## src/rtl/pipe_stall_ctrl.sv

```systemverilog
// Stall/flush controller for the 5-stage pipeline: drives the latch enables and bubble
// selects, sequences multi-cycle mul/div in X, and handles load-use and branch squash.
module pipe_stall_ctrl #(
    parameter int LATENCY = 32,
    parameter int CNT_W   = 6
) (
    input  logic        clk,
    input  logic        reset,
    input  logic [31:0] fd_instruction,
    input  logic [31:0] dx_instruction,
    input  logic        branch_taken,
    output logic        pc_we,
    output logic        fd_we,
    output logic        dx_we,
    output logic        xm_we,
    output logic        fd_bubble,
    output logic        dx_bubble,
    output logic        ctrl_mult,
    output logic        ctrl_div,
    output logic        md_busy,
    output logic [31:0] stall_cycles
);

    typedef enum logic [1:0] {IDLE, MD_RUN, MD_DONE} state_t;

    localparam logic [4:0] OP_RTYPE = 5'b00000;
    localparam logic [4:0] OP_LW    = 5'b01000;
    localparam logic [4:0] OP_SW    = 5'b00111;
    localparam logic [4:0] OP_BNE   = 5'b00010;
    localparam logic [4:0] OP_BLT   = 5'b00110;
    localparam logic [4:0] OP_JR    = 5'b00100;
    localparam logic [4:0] ALU_MUL  = 5'b00110;
    localparam logic [4:0] ALU_DIV  = 5'b00111;

    localparam logic [CNT_W-1:0] LAT_CNT = CNT_W'(LATENCY);
    localparam logic [CNT_W-1:0] CNT_ONE = CNT_W'(1);

    state_t           state;
    logic [CNT_W-1:0] md_count;

    logic [4:0] fd_op, fd_rd, fd_rs, fd_rt;
    logic [4:0] dx_op, dx_rd, dx_aluop;
    logic       dx_is_mul, dx_is_div, dx_is_md;
    logic       fd_reads_rt, fd_reads_rd, load_use;

    assign fd_op    = fd_instruction[31:27];
    assign fd_rd    = fd_instruction[26:22];
    assign fd_rs    = fd_instruction[21:17];
    assign fd_rt    = fd_instruction[16:12];
    assign dx_op    = dx_instruction[31:27];
    assign dx_rd    = dx_instruction[26:22];
    assign dx_aluop = dx_instruction[6:2];

    // Fields this block never decodes.
    logic unused_bits;
    assign unused_bits = ^{fd_instruction[11:0], dx_instruction[21:7], dx_instruction[1:0]};

    assign dx_is_mul = (dx_op == OP_RTYPE) && (dx_aluop == ALU_MUL);
    assign dx_is_div = (dx_op == OP_RTYPE) && (dx_aluop == ALU_DIV);
    assign dx_is_md  = dx_is_mul || dx_is_div;

    // Stores and register-compare branches/jr carry a source operand in the rd field.
    assign fd_reads_rt = (fd_op == OP_RTYPE);
    assign fd_reads_rd = fd_op inside {OP_SW, OP_BNE, OP_BLT, OP_JR};

    assign load_use = (dx_op == OP_LW) && (dx_rd != 5'd0) &&
                      ((fd_rs == dx_rd) ||
                       (fd_reads_rt && (fd_rt == dx_rd)) ||
                       (fd_reads_rd && (fd_rd == dx_rd)));

    assign md_busy = (state != IDLE);

    always_comb begin
        // NOTE: every output gets a default before the case so no path can infer a latch.
        pc_we     = 1'b1;
        fd_we     = 1'b1;
        dx_we     = 1'b1;
        xm_we     = 1'b1;
        fd_bubble = 1'b0;
        dx_bubble = 1'b0;
        ctrl_mult = 1'b0;
        ctrl_div  = 1'b0;
        case (state)
            IDLE: begin
                // Mul/div start wins; a load-use hazard under a branch is squashed anyway.
                if (dx_is_md) begin
                    pc_we     = 1'b0;
                    fd_we     = 1'b0;
                    dx_we     = 1'b0;
                    xm_we     = 1'b0;
                    ctrl_mult = dx_is_mul;
                    ctrl_div  = dx_is_div;
                end else if (branch_taken) begin
                    fd_bubble = 1'b1;
                    dx_bubble = 1'b1;
                end else if (load_use) begin
                    pc_we     = 1'b0;
                    fd_we     = 1'b0;
                    dx_bubble = 1'b1;
                end
            end
            MD_RUN: begin
                pc_we = 1'b0;
                fd_we = 1'b0;
                dx_we = 1'b0;
                xm_we = 1'b0;
            end
            default: ;
        endcase
    end

    always_ff @(posedge clk) begin
        // NOTE: sequential state uses non-blocking assignments so every register samples pre-edge values.
        if (reset) begin
            state        <= IDLE;
            md_count     <= '0;
            stall_cycles <= '0;
        end else begin
            case (state)
                IDLE: begin
                    if (dx_is_md) begin
                        md_count <= LAT_CNT;
                        state    <= MD_RUN;
                    end
                end
                MD_RUN: begin
                    md_count <= md_count - CNT_ONE;
                    if (md_count == CNT_ONE) state <= MD_DONE;
                end
                MD_DONE: state <= IDLE;
                default: state <= IDLE;
            endcase
            if (!pc_we && (stall_cycles != 32'hFFFF_FFFF)) stall_cycles <= stall_cycles + 32'd1;
        end
    end

endmodule

```

## config.mk

```make
export PLATFORM = sky130hd
export DESIGN_NAME = pipe_stall_ctrl
export DESIGN_NICKNAME = d
export VERILOG_FILES = /design/src/rtl/pipe_stall_ctrl.sv
export SDC_FILE = /design/constraint.sdc
export NUM_CORES = 1
export LEC_CHECK = 0
export CORE_MARGIN = 5
export CORE_UTILIZATION = 30
export DETAILED_ROUTE_END_ITERATION = 12
export DONT_BUFFER_PORTS = 1
export HOLD_SLACK_MARGIN = 0.06
export PLACE_DENSITY = 0.55
export SYNTH_ARGS = -nofsm -noshare
export SYNTH_HDL_FRONTEND = slang
export SYNTH_SLANG_ARGS = --single-unit
```

## constraint.sdc

```tcl
create_clock -name clk -period 4.04 [get_ports clk]
set_clock_uncertainty 0.2 [all_clocks]
set_input_delay 1.01 -clock clk [delete_from_list [all_inputs] [get_ports clk]]
set_output_delay 1.01 -clock clk [all_outputs]
set_load 0.005 [all_outputs]
```

==> summary.md, run 1 <==
| Metric | Value |
|---|---|
| CTS tree | `done` |
| Final wirelength | `between 6000 and 7000 µm` |
| Synth Net Count | `381` |
| Worst Path Max Fanout | `5` |
| Row count | `33` |
| DRT Pass-1 Iters | `5` |
| Setup Buffers After CTS | `0` |
| DR vias | `~2,200` |
| GR Overflow Total | `0` |
| Fillers | `869` |
| Antenna viol nets, final | `0` |
| RSZ-0062 raised after global routing | `false` |
| WHS Endpoint | `md_count[4]` |
| Clock buffer depth | `2` |
| Comb power frac | `0.038` |
| Clk_lat worst skew | `between 200 and 300 ps` |
| Seq/Total Area, Yosys | `0.326` |
| R2r endpoint | `stall_cycles[27]` |
| Reg2reg path depth | `6` |
| Die W | `between 100 and 150 µm` |
| Layout cell share with drive strength beyond 1 | `0.0789` |
| Clock power frac | `0.376` |
| Endpoints failing hold | `0` |
| Overall Power | `0.000673 W` |
| Wire length per cell | `15.4 µm` |
| Worst-margin pin slew | `between 500 and 600 ps` |
| Tcrit/Tclk final | `0.895` |
| Setup CP Type | `in -> out` |
| # IOs | `108` |
| Setup tns final | `0 ps` |
| CTS resizes | `0` |
| Final Max Slew Viols | `0` |
| Cts bufs inserted | `5` |
| Register area | `801 µm²` |
| Placer Congestion | `0.777` |
| Top cell type's share of synthesized area | `0.326` |
| Total die area | `10,100 µm²` |
| Max Clk Rate | `approximately 280 MHz` |
| Via density | `5.40` |
| Worst Path Required | `approximately 2800 ps` |
| Setup crit start kind | `input port` |
| Synth Warn # | `0` |
| # placed instances | `~400` |
| Clock Sinks | `40` |
| Multi-input logic area | `1550 µm²` |
| Vias in the first global route | `between 2,000 and 2,500` |
| Most frequent cells in the layout | `40 x dfxtp_1, 38 x nor2_1, 23 x a21oi_1, 20 x nand3_1, 17 x or4_1` |
| Power Internal | `roughly 0.00053 W` |
| Final Setup Violations | `0` |
| Crit. End Element | `output port` |
| Ant. Diodes | `0` |
| Pin count of the biggest net entering global routing | `60` |
| IR Drop Worst-Case VDD | `0.111 mV` |
| Cell area after layout | `between 2000 and 3000 µm²` |
| Cts hold-fix bufs | `0` |
| Flop pwr share | `0.586` |
| H-Tree Level Count | `2` |
| Worst Hold Depth | `2` |
| Port Buf Inserts | `0` |
| R2r startpoint | `stall_cycles[7]` |
| Core Area | `slightly above 8000 µm²` |
| Net Sw Power | `around 0.00015 W` |
| Commonest non-fill, non-tap cell in the layout | `dfxtp_1` |
| Synth Register Bits | `40` |
| CTS root buf | `clkbuf_8` |
| Initial antenna violation count | `0` |
| Crit path time final | `3620 ps` |
| HP Start | `md_count[4]` |
| Mapped cell area | `around 2500 µm²` |
| DRC viols | `0` |
| Worst path arrival time | `about 2400 ps` |
| Starting DRC count in detailed routing | `79` |
| Cell Count, Final, Fillers Out | `around 400` |
| Area Overhead vs Synth | `6.57%` |
| Netlist cell types | `41` |
| Synth area leader | `dfxtp_1` |
| Placed Area | `2540 µm²` |
| R2r setup slk | `1370 ps` |
| Sw Ratio | `0.217` |
| Die H | `around 100 µm` |
| Static leakage | `0.791 nW` |
| Post-synthesis cell count | `between 300 and 400` |
| Worst Hold Class | `reg -> reg` |
| Avg Synthesized Cell Area | `7.90 µm²` |
| Status | `completed` |
| Starting Density | `0.304` |
| CTS clock-pin slew for the worst setup and hold paths | `around 80 ps` |
| Pwr Density | `257 nW/µm²` |
| Nets@finish | `around 370` |
| Total track usage | `0.121` |
| First-pass GRT wire length | `between 10,000 and 15,000 µm` |
| DP HPWL | `between 4000 and 5000 µm` |
| Max Cap Viol | `0` |
| Synth area leaders | `dfxtp_1 33%, nor2_1 5.8%, or4_1 5.2%, mux2_2 5.0%, a21oi_1 4.7%` |
| Max-slew headroom | `0.623` |
## cells in the mapped netlist
cell type,number
xor2_1,5
a221oi_2,1
nand2_2,1
nor2b_1,12
o21bai_1,3
and2_1,2
buf_4,2
buf_6,1
dfxtp_1,40
or3_1,4
mux2i_1,1
o2111ai_1,1
or4_1,17
nand4bb_1,1
nor3_4,1
o31ai_1,11
nor3b_1,1
o21ai_0,10
and3_1,6
nor4b_1,5
nand3_1,20
nand4_1,10
or4bb_1,1
nand4b_1,1
nor3_1,9
mux2_2,11
or2_2,1
a21oi_1,23
ha_1,3
nand2b_1,10
and4_1,2
nor2_1,38
clkbuf_1,10
inv_1,8
buf_1,3
o21a_1,1
nor4_1,7
or4_4,1
a21o_1,1
xnor2_1,11
nand2_1,15
## routing by layer
layer,up-vias,routed length (µm),GRT usage
met1,1016,2810,0.154
met5,-,0,0
li1,1120,-,-
met2,71,2860,0.195
met3,2,591,0.0394
met4,0,51,0.0404
## flip-flops by register name, indices dropped and copies added, names as in the netlist
signal / cells
stall_cycles: 32
state: 2
md_count: 6
## cell families after synthesis
family	Yosys count	synth area share
compound gates	51	0.126
xor+xnor	16	0.0570
fa+ha+maj	3	0.0153
buf+inv	24	0.0428
flops	40	0.326
mux	12	0.0545
simple gates	165	0.379
## worst max-delay path, cell delays in order
cell,delay [ps]
or4_4,540
nor3_4,220
nor2_1,90
a221oi_2,340
nand2_2,210
## power groups by stage
stage          Clock, W  Combinational, W  Sequential (W)
6_report       0.000253         0.0000256        0.000394
5_1_grt        0.000283         0.0000285        0.000394
4_1_cts        0.000269         0.0000261        0.000394
3_5_place_dp          0         0.0000258        0.000404
3_3_place_gp          0         0.0000253        0.000404
2_1_floorplan         0         0.0000293        0.000404
## through the flow
| step | worst slack [ps] | util | hold WS, ps |
|---|---|---|---|
| floorplan | 19.5 | - | 270 |
| global placement | 295 | 0.314 | 288 |
| detailed placement | 312 | 0.314 | 297 |
| CTS | 371 | 0.324 | 309 |
| global route | 285 | 0.324 | 338 |
| finish | 424 | 0.324 | 309 |
## worst max-delay path by stage
| stage | startpoint | depth (start not counted) | endpoint |
|---|---|---|---|
| after floorplan | dx_instruction[28] | 8 | pc_we |
| after global placement | dx_instruction[28] | 8 | stall_cycles[19] |
| after detailed placement | dx_instruction[28] | 8 | stall_cycles[17] |
| after CTS | dx_instruction[28] | 5 | fd_we |
| after global routing | dx_instruction[28] | 5 | fd_we |
| final | dx_instruction[28] | 5 | fd_we |
## layout make-up
| class | count | area share |
|---|---|---|
| repair buffers | 2 | 0.0105 |
| inverters | 8 | 0.0115 |
| clock buffers | 6 | 0.0277 |
| multi-input cells | 247 | 0.592 |
| clock inverters | 1 | 0.00191 |
| flip-flops and latches | 40 | 0.306 |
| well taps | 105 | 0.0502 |
Power figures use the tool's default switching activity.
==> run 2: changes to the inputs <==
- CTS_BUF_LIST: unset -> sky130_fd_sc_hd__clkbuf_8
- PLACE_DENSITY: 0.55 -> 0.47
==> summary.md, run 2 (same netlist as run 1, synthesis figures left out) <==
| Metric | Value |
|---|---|
| Total die area | `10,100 µm² (unchanged)` |
| Setup tns final | `0 ps (unchanged)` |
| Worst Path Max Fanout | `5 (unchanged)` |
| Largest Register | `stall_cycles (unchanged)` |
| Nets@finish | `375 (was 374)` |
| Worst Path Required | `2830 ps (about the same)` |
| Placer Congestion | `0.744 (was 0.777)` |
| CP delay by family, top | `simple AND/OR/NAND/NOR gates (unchanged)` |
| Via density | `5.45 (was 5.40)` |
| Worst-margin pin slew | `582 ps (was 564 ps)` |
| GR Overflow Total | `0 (unchanged)` |
| Setup crit start kind | `input port (unchanged)` |
| Core Area | `8090 µm² (unchanged)` |
| Row count | `33 (unchanged)` |
| Register area | `801 µm² (unchanged)` |
| Tcrit/Tclk final | `0.885 (was 0.895)` |
| Crit. End Element | `output port (unchanged)` |
| Cts bufs inserted | `5 (unchanged)` |
| Worst path arrival time | `2370 ps (was 2410 ps)` |
| Die W | `101 µm (unchanged)` |
| Antenna viol nets, final | `0 (unchanged)` |
| Area Overhead vs Synth | `6.98% (was 6.57%)` |
| Clk_lat worst skew | `300 ps (was 290 ps)` |
| CTS resizes | `0 (unchanged)` |
| Place WS | `280 ps (was 312 ps)` |
| Setup CP Type | `in -> out (unchanged)` |
| Wire length per cell | `15.7 µm (was 15.4 µm)` |
| Port Buf Inserts | `0 (unchanged)` |
| Vias in the first global route | `2,125 (was 2,017)` |
| Final Setup Violations | `0 (unchanged)` |
| DP HPWL | `4810 µm (was 4690 µm)` |
| Final Max Slew Viols | `0 (unchanged)` |
| IR Drop Worst-Case VDD | `0.146 mV (was 0.111 mV)` |
| Crit path time final | `3580 ps (was 3620 ps)` |
| Status | `completed (unchanged)` |
| Largest register FFs | `32 (unchanged)` |
| Clock buffer depth | `2 (unchanged)` |
| Pin count of the biggest net entering global routing | `60 (unchanged)` |
| Multi-input logic area | `1550 µm² (unchanged)` |
| Commonest non-fill, non-tap cell in the layout | `dfxtp_1 (unchanged)` |
| Die H | `101 µm (unchanged)` |
| Starting Density | `0.304 (unchanged)` |
| CTS root buf | `clkbuf_8 (unchanged)` |
| Max Cap Viol | `0 (unchanged)` |
| DRC viols | `0 (unchanged)` |
| Regs by FF count | `stall_cycles: 32 flops, md_count: 6 flops, state: 2 flops (unchanged)` |
| Max incr delay on CP | `540 ps (about the same)` |
| Fillers | `893 (was 869)` |
| DRT Pass-1 Iters | `4 (was 5)` |
| First-pass GRT wire length | `10,500 µm (was 10,000 µm)` |
| Clock Sinks | `40 (unchanged)` |
| CTS clock-pin slew for the worst setup and hold paths | `90 ps (was 80 ps)` |
| CTS tree | `done (unchanged)` |
| # IOs | `108 (unchanged)` |
| Slowest-stage cell, CP | `or4_4 (unchanged)` |
| Crit path buf inv count | `0 (unchanged)` |
| Initial antenna violation count | `0 (unchanged)` |
| Layout cell share with drive strength beyond 1 | `0.0882 (was 0.0789)` |
| Worst Hold Class | `reg -> reg (unchanged)` |
| Setup Buffers After CTS | `0 (unchanged)` |
| H-Tree Level Count | `2 (unchanged)` |
| Pwr Density | `267 nW/µm² (was 257 nW/µm²)` |
| Cts hold-fix bufs | `0 (unchanged)` |
| Final wirelength | `6470 µm (was 6310 µm)` |
| Ant. Diodes | `0 (unchanged)` |
| Static leakage | `0.799 nW (was 0.791 nW)` |
| RSZ-0062 raised after global routing | `false (unchanged)` |
| Endpoints failing hold | `0 (unchanged)` |
| DR vias | `2,239 (was 2,209)` |
| Starting DRC count in detailed routing | `100 (was 79)` |
| Max-slew headroom | `0.612 (was 0.623)` |
| Total track usage | `0.128 (was 0.121)` |
| Fin worst setup slack | `464 ps (was 424 ps)` |
| Worst path cell trace | `or4_4 > nor3_4 > nor2_1 > a221oi_2 > nand2_2 (unchanged)` |
| Max Clk Rate | `280 MHz (was 277 MHz)` |
| Most frequent cells in the layout | `40 x dfxtp_1, 38 x nor2_1, 23 x a21oi_1, 20 x nand3_1, 17 x or4_1 (unchanged)` |
-- run 2: changes by cell type in the layout (fill, tap and decap cells not counted) --
cell | before | now
clkinv_2 | 1 | 2
buf_12 | 1 | 0
clkbuf_8 | 5 | 6
buf_4 | 1 | 3
clkbuf_1 | 1 | 0
-- run 2: final cells by class --
type	instances	share of cell area
clock buffers	6	0.0314
repair buffers	3	0.00857
inverters	8	0.0114
clock inverters	2	0.00381
multi-input cells	247	0.590
flip-flops and latches	40	0.305
well taps	105	0.0500
-- run 2: metal layers --
metal	up-vias	routed length, µm	track usage
met5	-	0	0
li1	1118	-	-
met3	6	612	0.0443
met4	0	63	0.0373
met2	70	2910	0.213
met1	1045	2880	0.155
-- run 2: path summary, 6_finish.rpt --
check | startpoint | to | slack (ps) | depth (start not counted)
min reg2reg | md_count[4] | md_count[4] | 310 | 2
max reg2reg | stall_cycles[7] | stall_cycles[0] | 1360 | 6
min | md_count[4] | md_count[4] | 310 | 2
max | dx_instruction[28] | fd_we | 460 | 5
-- run 2: through the flow --
| stage | total power [W] | utilization | instances | hold WS (ps) | cell area [µm²] |
|---|---|---|---|---|---|
| finish | 0.000702 | 0.325 | 411 | 307 | 2630 |
| floorplan | 0.000433 | - | 311 | 270 | 2460 |
| detailed placement | 0.000429 | 0.313 | 403 | 293 | 2540 |
| CTS | 0.000716 | 0.325 | 411 | 307 | 2630 |
| global route | 0.000731 | 0.325 | 411 | 364 | 2630 |
| global placement | 0.000429 | 0.313 | 403 | 283 | 2540 |
-- run 2: worst register-to-register path, stage by stage, from the launching register on --
cell and delay, ps:
dfxtp_1 470, nand4_1 230, nor2_1 310, nand3_1 140, or4_1 670, nor2b_1 260
mux2_2 280
-- run 2: where the power goes --
part | switching, W | internal (W) | total (W) | leakage, nW
Combinational | 0.00000984 | 0.0000157 | 0.0000255 | 0.426
Sequential | 0.000000220 | 0.000394 | 0.000394 | 0.322
Clock | 0.000146 | 0.000136 | 0.000282 | 0.0510
Total | 0.000156 | 0.000546 | 0.000702 | 0.799
